[config.mk]
export PLATFORM = sky130hd
export DESIGN_NAME = prio_table_ctrl
export DESIGN_NICKNAME = d
export VERILOG_FILES = /design/src/rtl/prio_table_ctrl.sv
export SDC_FILE = /design/constraint.sdc
export NUM_CORES = 1
export LEC_CHECK = 0
export ABC_AREA = 1
export ABC_CLOCK_PERIOD_IN_PS = 2100
export CORE_MARGIN = 2
export CORE_UTILIZATION = 32
export DETAILED_ROUTE_END_ITERATION = 8
export PLACE_DENSITY_LB_ADDON = 0.08
export SETUP_SLACK_MARGIN = 0.5
export SLEW_MARGIN = 20
export SYNTH_ARGS = -nofsm -noshare
export SYNTH_HDL_FRONTEND = slang
export SYNTH_SLANG_ARGS = --single-unit
[constraint.sdc]
create_clock -name clk -period 2.1 [get_ports clk]
set_input_delay 0.21 -clock clk [delete_from_list [all_inputs] [get_ports clk]]
set_output_delay 0.21 -clock clk [all_outputs]
set_load 0.1 [all_outputs]
[src/rtl/prio_table_ctrl.sv]
// rtl/prio_table_ctrl.sv - buffered weight-table update controller for a priority arbiter
module prio_table_ctrl #(
    parameter int NUM_REQ    = 32,
    parameter int PRIO_W     = 4,
    parameter int FIFO_DEPTH = 4,
    parameter int DEFER      = 0,
    parameter int RESET_PRIO = 1,
    localparam int ID_W      = $clog2(NUM_REQ),
    localparam int CNT_W     = $clog2(FIFO_DEPTH + 1)
) (
    input  logic                      clk,
    input  logic                      rst,
    input  logic [PRIO_W-1:0]         prio,
    input  logic [ID_W-1:0]           prio_id,
    input  logic                      prio_upt,
    output logic                      prio_rdy,
    input  logic                      epoch,
    input  logic                      err_clr,
    output logic [NUM_REQ*PRIO_W-1:0] prio_vec,
    output logic                      upt_done,
    output logic                      upt_err,
    output logic [CNT_W-1:0]          pend_cnt
);

    localparam int PTR_W = $clog2(FIFO_DEPTH);
    localparam int ENT_W = ID_W + PRIO_W;

    typedef enum logic {
        IDLE  = 1'b0,
        DRAIN = 1'b1
    } state_t;

    state_t            state;
    logic [ENT_W-1:0]  mem [FIFO_DEPTH];
    logic [PTR_W-1:0]  wr_ptr;
    logic [PTR_W-1:0]  rd_ptr;
    logic [CNT_W-1:0]  count;
    logic [CNT_W-1:0]  drain_cnt;
    logic              accept;
    logic              id_ok;
    logic              push;
    logic              pop;
    logic [ENT_W-1:0]  head;
    logic [ID_W-1:0]   head_id;
    logic [PRIO_W-1:0] head_prio;

    // Ready comes from the registered count only, so a same-cycle pop never frees a full slot.
    assign prio_rdy  = rst && (count < CNT_W'(FIFO_DEPTH));
    assign id_ok     = ({1'b0, prio_id} < (ID_W + 1)'(NUM_REQ));
    assign accept    = prio_upt && prio_rdy;
    assign push      = accept && id_ok;
    assign pop       = (DEFER == 0) ? (count != '0) : (state == DRAIN);
    assign head      = mem[rd_ptr];
    assign head_id   = head[ENT_W-1:PRIO_W];
    assign head_prio = head[PRIO_W-1:0];
    assign pend_cnt  = count;

    always_ff @(posedge clk) begin
        if (push) begin
            mem[wr_ptr] <= {prio_id, prio};
        end
    end

    always_ff @(posedge clk) begin
        if (!rst) begin
            wr_ptr <= '0;
            rd_ptr <= '0;
            count  <= '0;
        end else begin
            if (push) begin
                wr_ptr <= wr_ptr + PTR_W'(1);
            end
            if (pop) begin
                rd_ptr <= rd_ptr + PTR_W'(1);
            end
            case ({push, pop})
                2'b10:   count <= count + CNT_W'(1);
                2'b01:   count <= count - CNT_W'(1);
                default: count <= count;
            endcase
        end
    end

    always_ff @(posedge clk) begin
        if (!rst) begin
            for (int i = 0; i < NUM_REQ; i++) begin
                prio_vec[i*PRIO_W +: PRIO_W] <= PRIO_W'(RESET_PRIO);
            end
            upt_done <= 1'b0;
        end else begin
            for (int i = 0; i < NUM_REQ; i++) begin
                if (pop && head_id == ID_W'(i)) begin
                    prio_vec[i*PRIO_W +: PRIO_W] <= head_prio;
                end
            end
            upt_done <= pop;
        end
    end

    // A new bad id in the same cycle as err_clr keeps the flag set.
    always_ff @(posedge clk) begin
        if (!rst) begin
            upt_err <= 1'b0;
        end else if (accept && !id_ok) begin
            upt_err <= 1'b1;
        end else if (err_clr) begin
            upt_err <= 1'b0;
        end
    end

    // Deferred mode drains only the entries that were queued when the epoch arrived.
    always_ff @(posedge clk) begin
        if (!rst) begin
            state     <= IDLE;
            drain_cnt <= '0;
        end else if (DEFER != 0) begin
            case (state)
                IDLE: begin
                    if (epoch && count != '0) begin
                        state     <= DRAIN;
                        drain_cnt <= count;
                    end
                end
                DRAIN: begin
                    drain_cnt <= drain_cnt - CNT_W'(1);
                    if (drain_cnt == CNT_W'(1)) begin
                        state <= IDLE;
                    end
                end
                default: state <= IDLE;
            endcase
        end
    end

endmodule

==> flow_metrics.py, run 1 <==
metrics = {
    "grt": {
        "grt.total_usage": 0.173,
        "grt_overflow_total": 0,
        "grt_pass1_vias": 6236,
        "grt_start_max_net_pins": 135,
        "grt_pass1_wl_mm": 34.4,
        "antenna_found_initial": 0,
    },
    "floorplan": {
        "initial_core_util": 0.327,
        "coreArea_sq_um": 23500,
        "fp.dieW_microns": 159,
        "fp-row-count": 56,
        "dieArea_sq_um": 25300,
        "dieHeight_microns": 159,
        "pin_count": 148,
    },
    "clock_tree": {
        "cts_buffers": 17,
        "clkSlewWorstSetupHoldPaths_ps": 70,
        "cts_num_sinks": 174,
        "clockBufferDepth": 2,
        "clock_latency_ps": 430,
        "cts_tree": "done",
        "htreeDepth": 4,
        "cts_root_buf": "clkbuf_16",
    },
    "synth": {
        "syn_inst": 993,
        "synthDistinctLibCells": 29,
        "synth.cell_area_sq_um": 7710,
        "ys_seq_elements": 174,
        "synth.avg_cell_area_sq_um": 7.76,
        "yosys_warnings": 0,
        "seq_area_frac_synth": 0.499,
        "synth_nets": 1013,
    },
    "worst_setup_path": {
        "start_kind": "flop",
        "critPathMaxFanout": 6,
        "critical_path_buf_inv_count": 3,
        "worst_path_largest_cell_delay_ps": 400,
        "crit_family": "simple AND/OR/NAND/NOR gates",
        "cp_slowest_cell": "dfxtp_4",
        "path_class": "flop to flop",
        "critPathArrivalTime_ps": 2090,
        "end_kind": "flop",
        "required_ps": 2470,
        "cp_cell_sequence": "buf_8 > nand2_2 > nand3_2 > nand2_8 > buf_12 > nand2_8 > nor2_4 > buf_12 > nand2_2 > nand2_1 > nand2_1 > nor2_1",
    },
    "run_status": {
        "outcome": "complete, no violations",
    },
    "final_layout": {
        "syn2layout_area_growth_pct": 44.4,
        "drive_gt1_frac": 0.316,
        "final_cells": 1523,
        "final_nets": 1211,
        "antennaDiodeCount": 0,
        "nFillCells": 2347,
        "fin_util": 0.473,
    },
    "sta": {
        "setup_violations": 0,
        "holdWs_ps": 109,
        "max_slew.worst_pin.slew_ps": 653,
        "rsz0062_at_grt": "yes",
        "fmax_ghz": 0.581,
        "min_period_over_period": 0.820,
        "period_needed_ps": 1720,
        "finClkSkew_ps": 13.2,
        "max-slew-margin-rel": 0.564,
        "maxSlewViolCount": 0,
        "final_hold_viol_count": 0,
    },
    "route": {
        "vias": 6578,
        "drtPass1Iterations": 4,
        "via_per_inst": 4.32,
        "drt_wl_total_mm": 22.4,
        "post-route-drc-count": 0,
        "drt-initial-drc-count": 347,
        "ant_nets": 0,
        "wl_per_cell_microns": 14.7,
    },
    "run": {
        "cap_violations": 0,
    },
    "pwr": {
        "cellPowerDensity_nw_per_um2": 1710,
        "peakVddDrop_uv": 843,
        "leakagePower_nw": 5.34,
        "power.total_mw": 19.1,
    },
    "worst_hold_path": {
        "holdCritStartpoint": "rst",
        "hp-class": "input port to flop",
    },
    "placed_design": {
        "dp.cells": 1440,
        "io_buffer_count": 144,
        "dp_hpwl_mm": 14.1,
        "gp_congestion": 0.717,
    },
}
[synthesized netlist by cell type]
master,count,share of area
a21oi_1,10,0.0065
buf_1,6,0.0029
buf_2,11,0.0071
buf_4,3,0.0029
buf_6,4,0.0058
clkbuf_1,17,0.0083
clkinv_1,4,0.0019
conb_1,1,0.00049
dfxtp_1,138,0.36
edfxtp_1,36,0.14
fa_1,1,0.0026
ha_1,5,0.0081
inv_1,103,0.050
inv_2,5,0.0024
nand2_1,278,0.14
nand2_2,14,0.011
nand2_4,4,0.0058
nand3_1,90,0.058
nand3_2,5,0.0065
nand3_4,20,0.045
nand4_1,4,0.0032
nor2_1,209,0.10
nor2_4,8,0.012
nor2_8,5,0.013
nor3_2,1,0.0013
o21a_1,1,0.00097
o21ai_0,8,0.0052
o22ai_1,1,0.00081
xor2_1,1,0.0011
[cells by family (layout without fill, tap and decap cells)]
group,after synthesis,in the layout,synth area share
other,1,1,0.000486
and+or+nand+nor,638,638,0.394
AOI/OAI and AO/OA,20,20,0.0135
DFF,174,174,0.499
xor gates and xnor gates,1,1,0.00114
buffers and inverters,153,364,0.0816
adders and majority gates,6,6,0.0107
[metrics by stage]
stage / cell area [sq um] / setup TNS [ps] / setup WS [ps]
final: 11100 / 0 / 377
after global routing: 11100 / 0 / 265
after CTS: 10700 / 0 / 383
after detailed placement: 9330 / 0 / 200
after global placement: 9330 / 0 / 206
after floorplan: 7760 / -82.1 / -82.1
[final timing paths]
kind | endpoint | slack, ps | cells after the start
max | prio_vec[71] | 380 | 12
min | upt_done | 110 | 3
max reg2reg | prio_vec[71] | 380 | 12
min reg2reg | flop | 440 | 1
[what timing repair did]
action                                  CTS  global route
endpoints found under the setup margin  130           130
gates cloned                              7             5
hold buffers                              0             0
endpoints found under the hold margin     0             0
buffers inserted                         27            12
pin swaps                                34            38
gates resized for setup                  66            66
[worst register-to-register path: cells and delay by family (launching register included)]
kind / cells / cell delay [ps]
buf+inv: 3 / 390
flops: 1 / 400
simple gates: 9 / 860
[final cells by class]
| cell class | instances | area, sq um | share of cell area |
|---|---|---|---|
| Clock buffer | 17 | 425 | 0.0382 |
| Clock inverter | 15 | 171 | 0.0154 |
| Inverter | 112 | 438 | 0.0393 |
| Multi-Input combinational cell | 666 | 3640 | 0.327 |
| Sequential cell | 174 | 3860 | 0.347 |
| Tap cell | 319 | 399 | 0.0359 |
| Timing Repair Buffer | 220 | 2190 | 0.197 |
[metal layers]
| metal | vias to the layer above | wire, microns | global-route usage |
|---|---|---|---|
| met1 | 2971 | 10500 | 0.228 |
| met4 | 0 | 293 | 0.0479 |
| met5 | - | 0 | 0 |
| met3 | 18 | 984 | 0.0391 |
| li1 | 3449 | - | - |
| met2 | 140 | 10700 | 0.287 |
[placed cells by master (no fill, tap or decap), drive strengths merged, types with 2 or more instances in the layout]
cell and instances:
ha 5, o21ai 8, nand4 4, nor2 222
nand3 115, nand2 296, bufinv 2, buf 206
a21oi 10, clkdlybuf4s50 10, clkinv 3, dfxtp 138
inv 120, clkbuf 21, clkinvlp 2, edfxtp 36
[power by group]
group	leakage [nW]	total, mW	internal [mW]	switching, mW
clock network	0.289	3.27	1.80	1.47
registers	1.45	4.22	3.91	0.312
logic	3.60	11.6	3.88	7.68
[flip-flops by register name, summed over array words and instances (netlist names), named ones only]
name      flops
mem          36
pend_cnt      3
prio_vec    128
rd_ptr        2
upt_done      1
wr_ptr        2
No activity file was read; power rests on OpenSTA's default activity.
==> run 2, diff against run 1 <==
- ABC_CLOCK_PERIOD_IN_PS: 2100 -> 1600
- clock period: 2.1 -> 1.6 ns (I/O delays scaled with it)
==> flow_metrics.py, run 2 (synthesized netlist as in run 1, its figures left out) <==
metrics = {
    "run_status": {
        "outcome": "finished, violations left",
        "violations": "setup timing",
    },
    "grt": {
        "met2_usage": 0.296,
        "grt_pass1_vias": 6280,
        "busiest_layer": "met2",
        "grt_start_max_net_pins": 71,
        "grt_pass1_wl_mm": 34.5,
        "antenna_found_initial": 0,
        "grt.total_usage": 0.172,
        "grt_overflow_total": 0,
        "use_met1": 0.215,
        "met3_usage": 0.0490,
    },
    "placed_design": {
        "dp_hpwl_mm": 15.3,
        "place_area_sq_um": 11600,
        "dp.cells": 1482,
        "gp_congestion": 0.773,
        "io_buffer_count": 144,
        "pre_cts_slack_ps": -157,
    },
    "floorplan": {
        "fp-row-count": 56,
        "coreArea_sq_um": 23500,
        "dieHeight_microns": 159,
        "dieArea_sq_um": 25300,
        "initial_core_util": 0.327,
        "fp.dieW_microns": 159,
        "pin_count": 148,
    },
    "sta": {
        "finClkSkew_ps": 16.2,
        "setup_violations": 27,
        "setup_slack_ps": -41.2,
        "min_period_over_period": 1.03,
        "period_needed_ps": 1640,
        "final_hold_viol_count": 0,
        "rsz0062_at_grt": "yes",
        "fmax_ghz": 0.609,
        "maxSlewViolCount": 0,
    },
    "clock_tree": {
        "cts_buffers": 17,
        "cts_hold_buffers": 0,
        "clockBufferDepth": 2,
        "cts_tree": "done",
        "cts_root_buf": "clkbuf_16",
        "cts_num_sinks": 174,
        "htreeDepth": 4,
        "clkSlewWorstSetupHoldPaths_ps": 80,
        "clock_latency_ps": 440,
    },
    "run": {
        "cap_violations": 0,
    },
    "worst_setup_path": {
        "start_kind": "flop",
        "path_class": "flop to flop",
        "crit_top_cell": "nand2_1",
        "cp_slowest_cell": "dfxtp_4",
        "worst-r2r-setup-slack_ps": -40,
        "critPathMaxFanout": 13,
        "critPathArrivalTime_ps": 2020,
        "required_ps": 1980,
        "worst_path_largest_cell_delay_ps": 370,
        "cp_cell_sequence": "buf_8 > nand2_1 > nand3_2 > nand2_8 > nand2_8 > nor2_4 > buf_12 > nand2_4 > nand2_1 > nand2_1 > nor2_1",
        "timing.rr.end": "prio_vec[71]",
        "r2r_cells": 11,
        "end_kind": "flop",
    },
    "pwr": {
        "power.total_mw": 25.2,
        "peakVddDrop_uv": 1030,
        "cellPowerDensity_nw_per_um2": 2000,
        "leakagePower_nw": 5.77,
    },
    "final_layout": {
        "fin_area_sq_um": 12600,
        "largest_register_ffs": 128,
        "final_cell_mix": "235 x nand2_1, 197 x nor2_1, 150 x buf_12, 133 x dfxtp_1, 101 x inv_1",
        "final_cells": 1524,
        "drive_gt1_frac": 0.324,
        "final_nets": 1212,
        "antennaDiodeCount": 0,
        "top_register": "prio_vec",
        "layout_commonest_cell": "nand2_1",
        "syn2layout_area_growth_pct": 63.8,
        "nFillCells": 2116,
    },
    "route": {
        "post-route-drc-count": 0,
        "ant_nets": 0,
        "drt_wl_total_mm": 21.2,
        "via_per_inst": 4.29,
        "drtPass1Iterations": 5,
        "wl_per_cell_microns": 13.9,
        "vias": 6536,
        "drt-initial-drc-count": 333,
    },
    "worst_hold_path": {
        "min_to": "pend_cnt[0]",
        "holdCritStartpoint": "rst",
        "hold_depth": 4,
        "hp-class": "input port to flop",
    },
}
[run 2: power by group]
| part | total (mW) | leakage (nW) | switching, mW | internal, mW |
|---|---|---|---|---|
| Clock | 4.05 | 0.276 | 1.98 | 2.07 |
| Sequential | 5.77 | 1.45 | 0.636 | 5.13 |
| Combinational | 15.4 | 4.04 | 9.77 | 5.64 |
[run 2: metal layers]
metal | wire, microns | part of all wire | vias to the layer above
met4 | 199 | 0.0094 | 0
met1 | 9690 | 0.46 | 2958
li1 | - | - | 3452
met5 | 0 | 0 | -
met2 | 10300 | 0.49 | 113
met3 | 958 | 0.045 | 13
[run 2: repair_timing]
item	CTS	global route
gates resized for setup	30	52
endpoints found under the setup margin	304	306
gates cloned	2	1
buffers inserted	4	3
pin swaps	7	18
[run 2: critical path: cells and delay by family (launching register included)]
| family | cells | cell delay (ps) |
|---|---|---|
| AND/OR/NAND/NOR | 9 | 920 |
| flip-flops | 1 | 370 |
| buffers and inverters | 2 | 290 |
[run 2: worst max-delay path by stage]
stage                            from            to  slack (ps)  cells after the start
after CTS                        flop  prio_vec[71]         -60                     12
after detailed placement     prio_upt   pend_cnt[2]        -160                      8
after global routing             flop  prio_vec[50]        -160                     12
after global placement       prio_upt   pend_cnt[2]        -150                      8
final                            flop  prio_vec[71]         -40                     11
after floorplan           pend_cnt[2]   pend_cnt[2]        -580                      8
[run 2: layout make-up]
cell class                 count  area [sq um]  share of cell area
sequential                   174          3860               0.306
timing repair buffer         221          3690               0.292
multi-input combinational    666          3660               0.290
inverter                     112           433              0.0343
clock buffer                  17           425              0.0337
tap                          319           399              0.0316
clock inverter                15           151              0.0120
[run 2: through the flow]
step	TNS, ps	hold WS, ps	utilization
global route	-12400	157	0.536
detailed placement	-6990	431	0.494
floorplan	-14830	259	-
global placement	-4840	425	0.494
finish	-326	151	0.536
CTS	-591	142	0.528
==> RTL edit 1 (config.mk and constraints of run 2) <==
Make the reset (`rst`) asynchronous in 4 clocked blocks.
--- a/src/rtl/prio_table_ctrl.sv
+++ b/src/rtl/prio_table_ctrl.sv
@@ -61,7 +61,7 @@
         end
     end
 
-    always_ff @(posedge clk) begin
+    always_ff @(posedge clk or negedge rst) begin
         if (!rst) begin
             wr_ptr <= '0;
             rd_ptr <= '0;
@@ -81,7 +81,7 @@
         end
     end
 
-    always_ff @(posedge clk) begin
+    always_ff @(posedge clk or negedge rst) begin
         if (!rst) begin
             for (int i = 0; i < NUM_REQ; i++) begin
                 prio_vec[i*PRIO_W +: PRIO_W] <= PRIO_W'(RESET_PRIO);
@@ -98,7 +98,7 @@
     end
 
     // A new bad id in the same cycle as err_clr keeps the flag set.
-    always_ff @(posedge clk) begin
+    always_ff @(posedge clk or negedge rst) begin
         if (!rst) begin
             upt_err <= 1'b0;
         end else if (accept && !id_ok) begin
@@ -109,7 +109,7 @@
     end
 
     // Deferred mode drains only the entries that were queued when the epoch arrived.
-    always_ff @(posedge clk) begin
+    always_ff @(posedge clk or negedge rst) begin
         if (!rst) begin
             state     <= IDLE;
             drain_cnt <= '0;
Behaviour: differs if rst is asserted again (counterexample within 4 cycles, from zero or initial values and one cycle with rst low); with rst held inactive, the same outputs for 4 cycles.
==> RTL edit 1 against run 2 <==
  * The run still ends with negative setup slack left
  * Cell area up 14%
  * Sequential cell count down 2
  * Synthesized area down 2.7%
  * Via count up 1.3%
  * Synthesized cell count down 20%
  * Die area down 2.6%
  * Routed wire length up 17%
  * Worst setup slack worse by 0.14 ns
Power is not shown: default switching activity piles up to over one toggle a cycle in this logic, so the estimate is an artifact.
==> RTL edit 1: results (changes against run 2) <==
Run status
  – Status: finished, violations left
  – Failing checks: negative setup slack

Yosys
  – Synthesized Nets: 811 (-20%)
  – Synthesized-area fraction occupied by adder cells: 1.10% (+0.030 points)
  – Xor and xnor area share after synthesis: 0.467% (+0.35 points)
  – Mux contribution to synthesized area: 0.150% (+0.15 points)
  – Top post-synthesis cells by count: nand2_1 (309), nand3_1 (160), dfrtp_1 (104)
  – Sequential area share after synthesis: 60.3% (+10 points)
  – Dominant cells by area after synthesis: dfrtp_1 (35%), nand2_1 (15%), edfxtp_1 (14%)
  – Compound-cell area share of the yosys netlist: 1.12% (-0.23 points)

Detailed routing
  – Drt first pass iters: 4 (-1)
  – Via density: 4.69 (+9.3%)
  – Met3 Wirelength: 981 um (+2.4%)
  – DR WL met2: 13.5 mm (+31%)

Placement
  – GP Congestion: 0.756 (-2.3%)
  – Dpl hpwl: 14.8 mm (-3.1%)

Global route
  – Vias in the first global route: 6024 (-4.1%)
  – First-pass GRT wire length: 34.7 mm (+0.60%)
  – GRT Util Overall: 18.4% (+1.2 points)
  – Largest net degree at the start of global routing: 137 (+93%)

Layout
  – Fraction of layout cells with a size suffix above 1: 56.9% (+24 points)
  – Clock-cell share: 4.06% (-0.51 points)
  – Sequential cell count: 172 (-1.1%)
  – Multi-input logic area: 0.00406 mm2 (+11%)
  – Buffers excl. clock: 303 (+37%)
  – Layout clock buffer count: 18 (+1)
  – Inverters: 29 (-74%)
  – # fillers: 1880 (-11%)
  – Buffering overhead: 32.7% (+3.5 points)

STA
  – Setup violators final: 130 (+380%)
  – Final Skew: 0.0103 ns (-0.00585 ns)
  – Post-route setup slack: -0.181 ns (-0.140 ns)

Worst setup path
  – Worst-path fanout max: 8 (-5)
  – Arrival time of the worst setup path: 2.10 ns (+0.08 ns)
## RTL edit 1: cell types whose count changed after synthesis, sizes merged, moves of 2 or more
cell / delta
dfstp: +32
buf: +2
dfrtp: +104
nand2: +36
o21ai: -7
dfxtp: -138
xnor2: +2
a21oi: -7
nor2: -190
inv: -80
clkbuf: -5
clkinv: -4
o211ai: +8
nand3: +45
## RTL edit 1: metrics by stage
stage	instance area, um2	instances	hold slack (ns)	setup WS [ns]
4_1_cts	12500	1327	0.307	-0.121
3_3_place_gp	11300	1280	0.348	-0.159
5_1_grt	14400	1413	0.321	-0.259
6_report	14400	1413	0.299	-0.181
3_5_place_dp	11300	1280	0.352	-0.173
2_1_floorplan	7730	791	-0.136	-0.725
## RTL edit 1: path summary, 6_finish.rpt
kind / start / endpoint / slack, ns / cells past startpoint
max in group asynchronous: rst / prio_vec[30]$_DFFE_PN0P_ / 0.56 / 3
hold reg to reg: prio_vec[72]$_DFFE_PN1P_ / prio_vec[72]$_DFFE_PN1P_ / 0.48 / 2
setup reg to reg: rd_ptr[0]$_DFFE_PN0P_ / prio_vec[5]$_DFFE_PN0P_ / -0.18 / 10
setup / recovery: rd_ptr[0]$_DFFE_PN0P_ / prio_vec[5]$_DFFE_PN0P_ / -0.18 / 10
min in group asynchronous: rst / prio_vec[121]$_DFFE_PN0P_ / 0.34 / 3
hold / removal: rst / wr_ptr[1]$_DFFE_PN0P_ / 0.30 / 6
## RTL edit 1: timing repair
| item | 4_1_cts | 5_1_grt |
|---|---|---|
| cloned | 6 | 15 |
| endpoints found under the setup margin | 304 | 310 |
| buffers inserted | 8 | 71 |
| hold buffers | 1 | 0 |
| resized for setup | 90 | 235 |
| endpoints found under the hold margin | 104 | 0 |
| pin swaps | 27 | 126 |
==> RTL edit 2 (settings of run 2) <==
Without the edit above. `DEFER`: 0 -> 1.
--- a/src/rtl/prio_table_ctrl.sv
+++ b/src/rtl/prio_table_ctrl.sv
@@ -3,7 +3,7 @@
     parameter int NUM_REQ    = 32,
     parameter int PRIO_W     = 4,
     parameter int FIFO_DEPTH = 4,
-    parameter int DEFER      = 0,
+    parameter int DEFER      = 1,
     parameter int RESET_PRIO = 1,
     localparam int ID_W      = $clog2(NUM_REQ),
     localparam int CNT_W     = $clog2(FIFO_DEPTH + 1)
Function: changed (Yosys sat finds a counterexample within 4 cycles, from zero or initial values and one cycle with rst low).
==> RTL edit 2 against run 2 <==
  * The run still ends with negative setup slack left
  * Clock skew decreased by 0.0077 ns
  * Non-clock buffer count increased by 18
  * Synthesized area about the same
  * Worst setup slack got worse by 0.049 ns
  * Cell area increased by 5.9%
  * Die area about the same
  * Routed wire length increased by 7.6%
  * Sequential cell count increased by 4
  * Critical path type unchanged
Power is not compared: it rests on default switching activity, and its combinational part moved more than twofold at a synthesized area within 25%.
==> RTL edit 2: results (changes against run 2) <==
Placement
  – DP Worst Slack: -0.161 ns (-0.00379 ns)
  – GP Congestion: 0.791 (+2.3%)
  – Dpl hpwl: 15.5 mm (+1.5%)
  – Port Buffers: 145 (+0.69%)

Yosys
  – Synthesized flop and latch total: 178 (+2.3%)
  – Top post-synthesis cells by count: nand2_1 (296), nor2_1 (206), dfxtp_1 (142)
  – Sequential area share after synthesis: 50.9% (+1.0 points)
  – Post-synth cell types: 30 (+3.4%)
  – Dominant cells by area after synthesis: dfxtp_1 (37%), nand2_1 (14%), edfxtp_1 (14%)
  – Compound-cell area share of the yosys netlist: 1.90% (+0.55 points)
  – Xor and xnor area share after synthesis: 0.227% (+0.11 points)
  – Synthesized-area fraction occupied by adder cells: 1.40% (+0.32 points)
  – Synth warnings: 0 (unchanged)

Run status
  – Failing checks: negative setup slack
  – Status: finished, violations left

Detailed routing
  – Initial drt markers: 357 (+7.2%)
  – Drt first pass iters: 4 (-1)
  – Final WL: 22.8 mm (+7.6%)

Layout
  – Fraction of area in multi-input gates: 29.7% (+0.70 points)
  – Buffers excl. clock: 239 (+8.1%)
  – Clock-cell share: 4.57% (+0.0073 points)
  – Buffering overhead: 29.6% (+0.39 points)
  – Inverters: 121 (+8.0%)
  – # fillers: 2089 (-1.3%)
  – Multi-input gate count: 688 (+3.3%)
  – Layout clock buffer count: 20 (+3)
  – Storage cell area: 0.00395 mm2 (+2.1%)
  – Final nets: 1267 (+4.5%)

Worst setup path
  – Worst-path fanout max: 5 (-8)
  – Arrival time of the worst setup path: 2.06 ns (+0.04 ns)
  – CP max stage delay: 0.43 ns (+0.06 ns)

STA
  – Final Skew: 0.00843 ns (-0.00772 ns)
  – Setup violators final: 48 (+78%)
  – Final setup TNS: -1.04 ns (-0.714 ns)
  – Post-route setup slack: -0.0901 ns (-0.0489 ns)

Global route
  – GRT Util Overall: 17.5% (+0.29 points)
  – Vias in the first global route: 6435 (+2.5%)
  – GRT met1 Usage: 22.5% (+1.1 points)
  – Met3 GRT Util: 4.09% (-0.81 points)
[RTL edit 2: kinds of logic after synthesis]
| logic type | count (synthesis) |
|---|---|
| other | 1 |
| AOI/OAI and AO/OA | 28 |
| buffers and inverters | 161 |
| DFF | 178 |
| adders and majority gates | 8 |
| and+or+nand+nor | 649 |
| xor gates and xnor gates | 2 |
[RTL edit 2: per-layer routing]
layer	part of all wire, %	up-vias
li1	-	3602
met1	45	3176
met2	51	114
met3	3.6	14
met4	0.73	0
met5	0	-
[RTL edit 2: what timing repair did]
action                     in CTS  in global routing
resized for setup              31                108
setup buffers                   5                 26
hold buffers                    0                  0
setup endpoints to repair     303                306
pin swaps                      18                 63
cloned                          0                  5
[RTL edit 2: final timing paths]
path | from | endpoint | slack [ns] | cells past startpoint
worst min-delay path | rst | pend_cnt[2]$_SDFFE_PN0P_ | 0.15 | 4
worst max-delay path | flip-flop | prio_vec[71]$_SDFFE_PN0P_ | -0.09 | 12
worst min register to register | rd_ptr[1]$_SDFFE_PN0P_ | flip-flop | 0.44 | 1
worst max register to register | flip-flop | prio_vec[71]$_SDFFE_PN0P_ | -0.09 | 12
[RTL edit 2: metrics by stage]
step,util (%),instance area (um2),hold slack (ns),cells
after floorplan,-,8220,0.259,1027
after global placement,50.1,11800,0.417,1509
after detailed placement,50.1,11800,0.431,1509
after CTS,53.4,12600,0.135,1546
after global routing,56.8,13400,0.150,1577
final,56.8,13400,0.155,1577
[RTL edit 2: worst register-to-register path, cell delays in order, from the launching register on]
cell       delay (ns)
dfxtp_4          0.43
clkbuf_16        0.18
nand2_8          0.06
nand2_4          0.08
nand2_4          0.05
nand2_4          0.10
nand2_4          0.08
nor2_4           0.23
buf_12           0.16
nand2_8          0.06
nand2_1          0.06
nand2_1          0.04
nor2_1           0.10
